**config.mk**
```make
export PLATFORM = sky130hd
export DESIGN_NAME = mod_timer_ctrl
export DESIGN_NICKNAME = d
export VERILOG_FILES = /design/src/rtl/mod_timer_pkg.sv /design/src/rtl/mod_timer_core.sv /design/src/rtl/mod_timer_ctrl.sv
export SDC_FILE = /design/constraint.sdc
export NUM_CORES = 1
export LEC_CHECK = 0
export CAP_MARGIN = 20
export CORE_MARGIN = 2
export CORE_UTILIZATION = 30
export DETAILED_ROUTE_END_ITERATION = 6
export PLACE_DENSITY = 0.51
export SYNTH_ARGS = -nofsm -noshare
export SYNTH_HDL_FRONTEND = slang
export SYNTH_SLANG_ARGS = --single-unit
```
**constraint.sdc**
```tcl
create_clock -name clk -period 6.5 [get_ports clk]
set_clock_uncertainty 0.1 [all_clocks]
set_input_delay 0.65 -clock clk [delete_from_list [all_inputs] [get_ports clk]]
set_output_delay 0.65 -clock clk [all_outputs]
set_load 0.03 [all_outputs]
```
**src/rtl/mod_timer_pkg.sv**
```systemverilog
// -----------------------------------------------------------------------------
// mod_timer_pkg
// Shared definitions for the modulo timer controller slice.
//   state_e : controller state encoding, also driven out on o_state
//   DIV_W   : width of the optional prescaler divide field
// -----------------------------------------------------------------------------
package mod_timer_pkg;

  typedef enum logic [1:0] {
    ST_IDLE = 2'd0,
    ST_RUN  = 2'd1,
    ST_HOLD = 2'd2,
    ST_DONE = 2'd3
  } state_e;

  localparam int DIV_W = 8;

  // True in the states that accept a config and a start request.
  function automatic logic is_parked(input state_e s);
    return (s == ST_IDLE) || (s == ST_DONE);
  endfunction

endpackage

```
**src/rtl/mod_timer_core.sv**
```systemverilog
// -----------------------------------------------------------------------------
// mod_timer_core
// Modulo-m counter register with enable and synchronous clear.
//   clk      in   clock, rising edge
//   rstn     in   synchronous active-low reset
//   i_en     in   advance the count this cycle
//   i_clr    in   force the count to 0 (wins over i_en)
//   i_mod    in   modulus m; 0 selects the full 2^WIDTH range
//   o_count  out  registered count, 0..m-1
//   o_term   out  count is at m-1, so the next advance returns it to 0
// -----------------------------------------------------------------------------
module mod_timer_core #(
  parameter int WIDTH = 4
) (
  input  logic             clk,
  input  logic             rstn,
  input  logic             i_en,
  input  logic             i_clr,
  input  logic [WIDTH-1:0] i_mod,
  output logic [WIDTH-1:0] o_count,
  output logic             o_term
);

  logic [WIDTH-1:0] r_count;
  logic [WIDTH-1:0] w_last;

  // m-1 in WIDTH bits: m=0 wraps to all-ones (full range), m=1 gives 0
  // (terminal every cycle), so no special cases are needed.
  assign w_last  = i_mod - WIDTH'(1);
  assign o_term  = (r_count == w_last);
  assign o_count = r_count;

  // NOTE: sequential state uses non-blocking assignments so every register
  // samples the pre-edge values of its neighbours, regardless of block order.
  always_ff @(posedge clk) begin
    if (!rstn) begin
      r_count <= '0;
    end else if (i_clr) begin
      r_count <= '0;
    end else if (i_en) begin
      r_count <= o_term ? '0 : r_count + WIDTH'(1);
    end
  end

endmodule

```
**src/rtl/mod_timer_ctrl.sv**
```systemverilog
// -----------------------------------------------------------------------------
// mod_timer_ctrl
// Sequencing controller for a programmable modulo counter. A config
// (modulus, wrap repeat count, mode) is accepted over a valid/ready
// handshake; start/pause/abort drive the run, and wrap/done pulses mark
// the count returning to 0 and one-shot completion.
//
// Optional feature: define MOD_TIMER_PRESCALE_EN to add i_cfg_div, a
// prescaler that advances the count once every cfg_div+1 RUN cycles.
//
// Ports:
//   clk             in   clock, rising edge
//   rstn            in   synchronous active-low reset
//   i_cfg_valid     in   config offered
//   o_cfg_ready     out  config accepted when valid & ready (IDLE/DONE)
//   i_cfg_mod       in   modulus (0 => 2^WIDTH)
//   i_cfg_reps      in   wraps before done in one-shot mode (0 => 1)
//   i_cfg_periodic  in   1 = run forever, never done
//   i_cfg_div       in   prescale divide (MOD_TIMER_PRESCALE_EN only)
//   i_start         in   begin a run from IDLE/DONE
//   i_pause         in   level, freeze the count while high
//   i_abort         in   return to IDLE without done
//   o_count         out  current count
//   o_wrap          out  1-cycle pulse, count returned to 0
//   o_done          out  1-cycle pulse, one-shot run complete
//   o_busy          out  state is RUN or HOLD
//   o_state         out  IDLE=0 RUN=1 HOLD=2 DONE=3
// -----------------------------------------------------------------------------
module mod_timer_ctrl
  import mod_timer_pkg::*;
#(
  parameter int WIDTH   = 4,
  parameter int DEF_MOD = 15,
  parameter int REP_W   = 8
) (
  input  logic             clk,
  input  logic             rstn,
  input  logic             i_cfg_valid,
  output logic             o_cfg_ready,
  input  logic [WIDTH-1:0] i_cfg_mod,
  input  logic [REP_W-1:0] i_cfg_reps,
  input  logic             i_cfg_periodic,
`ifdef MOD_TIMER_PRESCALE_EN
  input  logic [DIV_W-1:0] i_cfg_div,
`endif
  input  logic             i_start,
  input  logic             i_pause,
  input  logic             i_abort,
  output logic [WIDTH-1:0] o_count,
  output logic             o_wrap,
  output logic             o_done,
  output logic             o_busy,
  output logic [1:0]       o_state
);

  state_e           r_state;
  logic [WIDTH-1:0] r_mod;
  logic [REP_W-1:0] r_reps;
  logic             r_periodic;
  logic [REP_W-1:0] r_wrap_cnt;
  logic             r_wrap;
  logic             r_done;
  logic             r_busy;
  logic             r_cfg_ready;

  logic             w_cfg_hs;
  logic             w_launch;
  logic             w_clr;
  logic             w_active;
  logic             w_tick;
  logic             w_en;
  logic             w_term;
  logic [REP_W-1:0] w_reps_last;

  assign w_cfg_hs    = i_cfg_valid && r_cfg_ready;
  assign w_launch    = is_parked(r_state) && i_start && !i_abort;
  assign w_clr       = i_abort || w_launch;
  // A RUN cycle that is neither aborted nor pausing advances the prescaler.
  assign w_active    = (r_state == ST_RUN) && !i_abort && !i_pause;
  assign w_en        = w_active && w_tick;
  // Index of the final wrap; reps=0 is treated as a single wrap.
  assign w_reps_last = (r_reps == '0) ? '0 : r_reps - REP_W'(1);

`ifdef MOD_TIMER_PRESCALE_EN
  logic [DIV_W-1:0] r_div;
  logic [DIV_W-1:0] r_pre;

  assign w_tick = (r_pre == r_div);

  always_ff @(posedge clk) begin
    if (!rstn) begin
      r_div <= '0;
      r_pre <= '0;
    end else begin
      if (w_cfg_hs) r_div <= i_cfg_div;
      if (w_clr) begin
        r_pre <= '0;
      end else if (w_active) begin
        r_pre <= w_tick ? '0 : r_pre + DIV_W'(1);
      end
    end
  end
`else
  assign w_tick = 1'b1;
`endif

  mod_timer_core #(
    .WIDTH (WIDTH)
  ) u_core (
    .clk     (clk),
    .rstn    (rstn),
    .i_en    (w_en),
    .i_clr   (w_clr),
    .i_mod   (r_mod),
    .o_count (o_count),
    .o_term  (w_term)
  );

  // FSM, config store and wrap counter. busy/cfg_ready are registered
  // alongside the state so they always describe the state being entered.
  always_ff @(posedge clk) begin
    if (!rstn) begin
      // NOTE: config registers are reset to defaults too, so a mid-run reset
      // leaves no stale modulus or mode behind.
      r_state     <= ST_IDLE;
      r_mod       <= WIDTH'(DEF_MOD);
      r_reps      <= REP_W'(1);
      r_periodic  <= 1'b0;
      r_wrap_cnt  <= '0;
      r_wrap      <= 1'b0;
      r_done      <= 1'b0;
      r_busy      <= 1'b0;
      r_cfg_ready <= 1'b1;
    end else begin
      r_wrap <= 1'b0;
      r_done <= 1'b0;

      if (w_cfg_hs) begin
        r_mod      <= i_cfg_mod;
        r_reps     <= i_cfg_reps;
        r_periodic <= i_cfg_periodic;
      end

      if (i_abort) begin
        r_state     <= ST_IDLE;
        r_busy      <= 1'b0;
        r_cfg_ready <= 1'b1;
      end else begin
        unique case (r_state)
          ST_IDLE, ST_DONE: begin
            if (i_start) begin
              r_state     <= ST_RUN;
              r_wrap_cnt  <= '0;
              r_busy      <= 1'b1;
              r_cfg_ready <= 1'b0;
            end
          end
          ST_RUN: begin
            if (i_pause) begin
              r_state <= ST_HOLD;
            end else if (w_en && w_term) begin
              r_wrap <= 1'b1;
              if (r_periodic) begin
                if (r_wrap_cnt != '1) r_wrap_cnt <= r_wrap_cnt + REP_W'(1);
              end else if (r_wrap_cnt == w_reps_last) begin
                r_state     <= ST_DONE;
                r_done      <= 1'b1;
                r_busy      <= 1'b0;
                r_cfg_ready <= 1'b1;
              end else begin
                r_wrap_cnt <= r_wrap_cnt + REP_W'(1);
              end
            end
          end
          ST_HOLD: begin
            // Release only re-enters RUN; the count moves on the cycle after.
            if (!i_pause) r_state <= ST_RUN;
          end
          default: r_state <= ST_IDLE;
        endcase
      end
    end
  end

  assign o_state     = r_state;
  assign o_wrap      = r_wrap;
  assign o_done      = r_done;
  assign o_busy      = r_busy;
  assign o_cfg_ready = r_cfg_ready;

endmodule
```
==> out/metrics.yaml <==
sta:
  hold_viol: 0
  rsz0062_at_grt: "no"
  relSlewSlack_pct: 41.07
  fmax_mhz: 297.8
  tns_ns: 0
  tightestPinTransition_ns: 0.8765
  slew_viol_final: 0
  fin_ws_ns: 3.142
  min_period_ns: 3.358
  setup_viol: 0
  fin_crit_sh_pct: 51.66
grt:
  grt_max_degree: 26
  overflow: 0
  grt_first_pass_wirelength_um: 8293
  track_usage_pct: 13.65
  grt_pass1_vias: 1786
  antenna_found_initial: 0
synth:
  synthMuxAreaShare_pct: 2.002
  syn_area_per_cell_um2: 8.382
  postSynthCellCount: 246
  synth_cell_types: 65
  synth_warnings: 0
  synth_xor_area_share_pct: 5.097
  synth_area_leaders: "dfxtp_1 (30%), nand2_1 (5.5%), ha_1 (4.2%), a21boi_0 (3.3%), nor2_1 (3.3%)"
  synth_simple_gate_area_share_pct: 28.34
  async_flop_share_pct: 0
  yosysSeqAreaShare_pct: 30.10
  syn_area_um2: 2062
  synth-edff-count: 0
  synth_top_area_cell: "dfxtp_1"
  synth_top_family_by_area: "simple AND/OR/NAND/NOR gates"
  synth_top_cell_area_share_pct: 30.10
  syn_nets: 272
  synth_compound_area_share_pct: 22.94
  synthAdderAreaFrac_pct: 4.248
  yosys_register_bits: 31
  synth_ff_type: "dfxtp_1"
die:
  chipHeight_um: 86.91
  coreArea_um2: 6719
  fp.dieW_um: 86.91
  num_io_pins: 29
  rows: 30
  die-area_um2: 7552
  start_util_pct: 30.69
final_layout:
  nets: 294
  synthToLayoutAreaGrowth_pct: 18.81
  insertedDiodeCount: 0
  num-fill-cells: 686
  drive_above_1_share_pct: 9.294
  multiInputGateArea_um2: 1291
  seqCellArea_um2: 620.6
  stdcell_count: 349
  final_cell_mix: "dfxtp_1 (31), nand2_1 (30), clkdlybuf4s50_1 (28)"
  final_common_cell: "dfxtp_1"
worst_setup_path:
  critical_path_class: "flip-flop to flip-flop"
  startpoint_type: "flip-flop"
  cp-end-kind: "flip-flop"
  worstSetupStartpoint: "r_reps[0]"
  timing.rr.start: "r_reps[0]"
  critPathRequiredTime_ns: 6.57
  crit_path_max_fanout: 8
  cp.arrival_ns: 3.42
cts:
  post_cts_buffers: 0
  clk_pin_slew_ns: 0.08
  cts_buffer_depth: 2
  cts_num_sinks: 31
  clock_insertion_delay_worst_skew_ns: 0.28
  cts_resized: 0
  cts_buffers: 5
  postCtsHoldBufs: 0
  cts-root-buf: "clkbuf_8"
  cts_tree: "yes"
  ctsHtreeMaxLevel: 2
power:
  p_clk_share_pct: 39.7
  p_leak_nw: 0.9313
  p_switching_uw: 141.1
  p_comb_share_pct: 18.5
  seqPwrFrac_pct: 41.8
  intPower_uw: 355.3
  power_density_nw_per_um2: 202.6
  ir_drop_uv: 83.19
  sw_frac_of_total_pct: 28.43
placement:
  post-dp-hpwl_um: 3466
  port_buffers: 28
  dp_cells: 341
  pre_cts_ws_ns: 3.181
  place_congestion: 0.8098
run:
  maxCapViolations: 0
routing:
  first_pass_iters: 4
  initialDrtViolationCount: 60
  vias: 1851
  drtAntennaViolNets: 0
  drc_errors: 0
  routed_wl_um: 4737
  vias_per_cell: 5.304
  routedWlPerCell_um: 13.57
outcome:
  outcome: "finished clean"
min_path:
  hold_start: "o_busy"
  hp-class: "flip-flop to flip-flop"
state kept, by name (all words and copies together) (netlist names):
register	count
r_mod	4
u_core.o_count	4
r_periodic	1
o_done	1
o_busy	1
o_state	2
o_cfg_ready	1
r_wrap_cnt	8
o_wrap	1
r_reps	8
metal layers:
metal,GRT usage [%],share of wire (%)
met5,0,0
met4,3.977,1.0
met3,3.128,3.6
met2,22.41,46
met1,17.82,49
through the flow:
| stage | power [mW] | utilization, % | hold WS (ns) | instance area (µm²) |
|---|---|---|---|---|
| after floorplan | 0.2796 | - | 0.3591 | 2062 |
| after global placement | 0.3047 | 34.79 | 0.3756 | 2337 |
| after detailed placement | 0.3042 | 34.79 | 0.3646 | 2337 |
| after CTS | 0.5022 | 36.46 | 0.3963 | 2450 |
| after global routing | 0.5208 | 36.46 | 0.4288 | 2450 |
| final | 0.4964 | 36.46 | 0.3936 | 2450 |
worst max-delay path, stage by stage (launching register included):
cell	delay, ns
dfxtp_1	0.38
inv_1	0.11
ha_1	0.29
or3b_1	0.48
or4_4	0.46
nor4_1	0.54
o2111ai_1	0.31
and3_1	0.28
mux2_1	0.30
cell usage after synthesis (2+ instances only):
master and count:
dfxtp_1 31, nand2_1 30, nor2_1 18, inv_1 12
nand3_1 10, a21boi_0 9, o21ai_0 9, clkbuf_1 7
ha_1 7, xor2_1 7, nand4_1 6, nor2b_1 6
nor3_1 6, a21oi_1 5, and3_1 5, o31ai_1 5
xnor2_1 5, o211ai_1 4, or4_1 4, a211o_1 3
a211oi_1 3, and2_1 3, mux2i_1 3, a2bb2oi_1 2
a31o_2 2, and3_2 2, buf_6 2, o22ai_1 2
or3_2 2
cell type report:
type,instances,share of cell area [%]
clock buffers,5,2.809
clock inverters,3,1.788
inverters,12,1.839
multi-input cells,190,52.71
flip-flops and latches,31,25.33
well taps,80,4.086
repair buffers,28,11.44
power by group through the flow:
stage	combinational [mW]	clock [mW]	sequential, mW
6_report	0.0918	0.197	0.208
5_1_grt	0.103	0.208	0.209
4_1_cts	0.0928	0.202	0.208
3_5_place_dp	0.0924	0	0.212
3_3_place_gp	0.0927	0	0.212
2_1_floorplan	0.0707	0	0.209
cell families (layout without fill, tap and decap cells):
kind of cell | Yosys count | after routing
AOI/OAI and AO/OA | 60 | 60
and+or+nand+nor | 107 | 107
DFF | 31 | 31
buffers and inverters | 25 | 48
adders and majority gates | 7 | 7
muxes | 4 | 4
xor gates and xnor gates | 12 | 12
path summary, 6_finish.rpt:
kind / cells after the start / slack [ns] / endpoint
setup / recovery: 8 / 3.14 / r_wrap_cnt[2]
setup reg to reg: 8 / 3.14 / r_wrap_cnt[2]
hold / removal: 1 / 0.39 / o_busy
hold reg to reg: 1 / 0.39 / o_busy
Power figures use the tool's default switching activity.
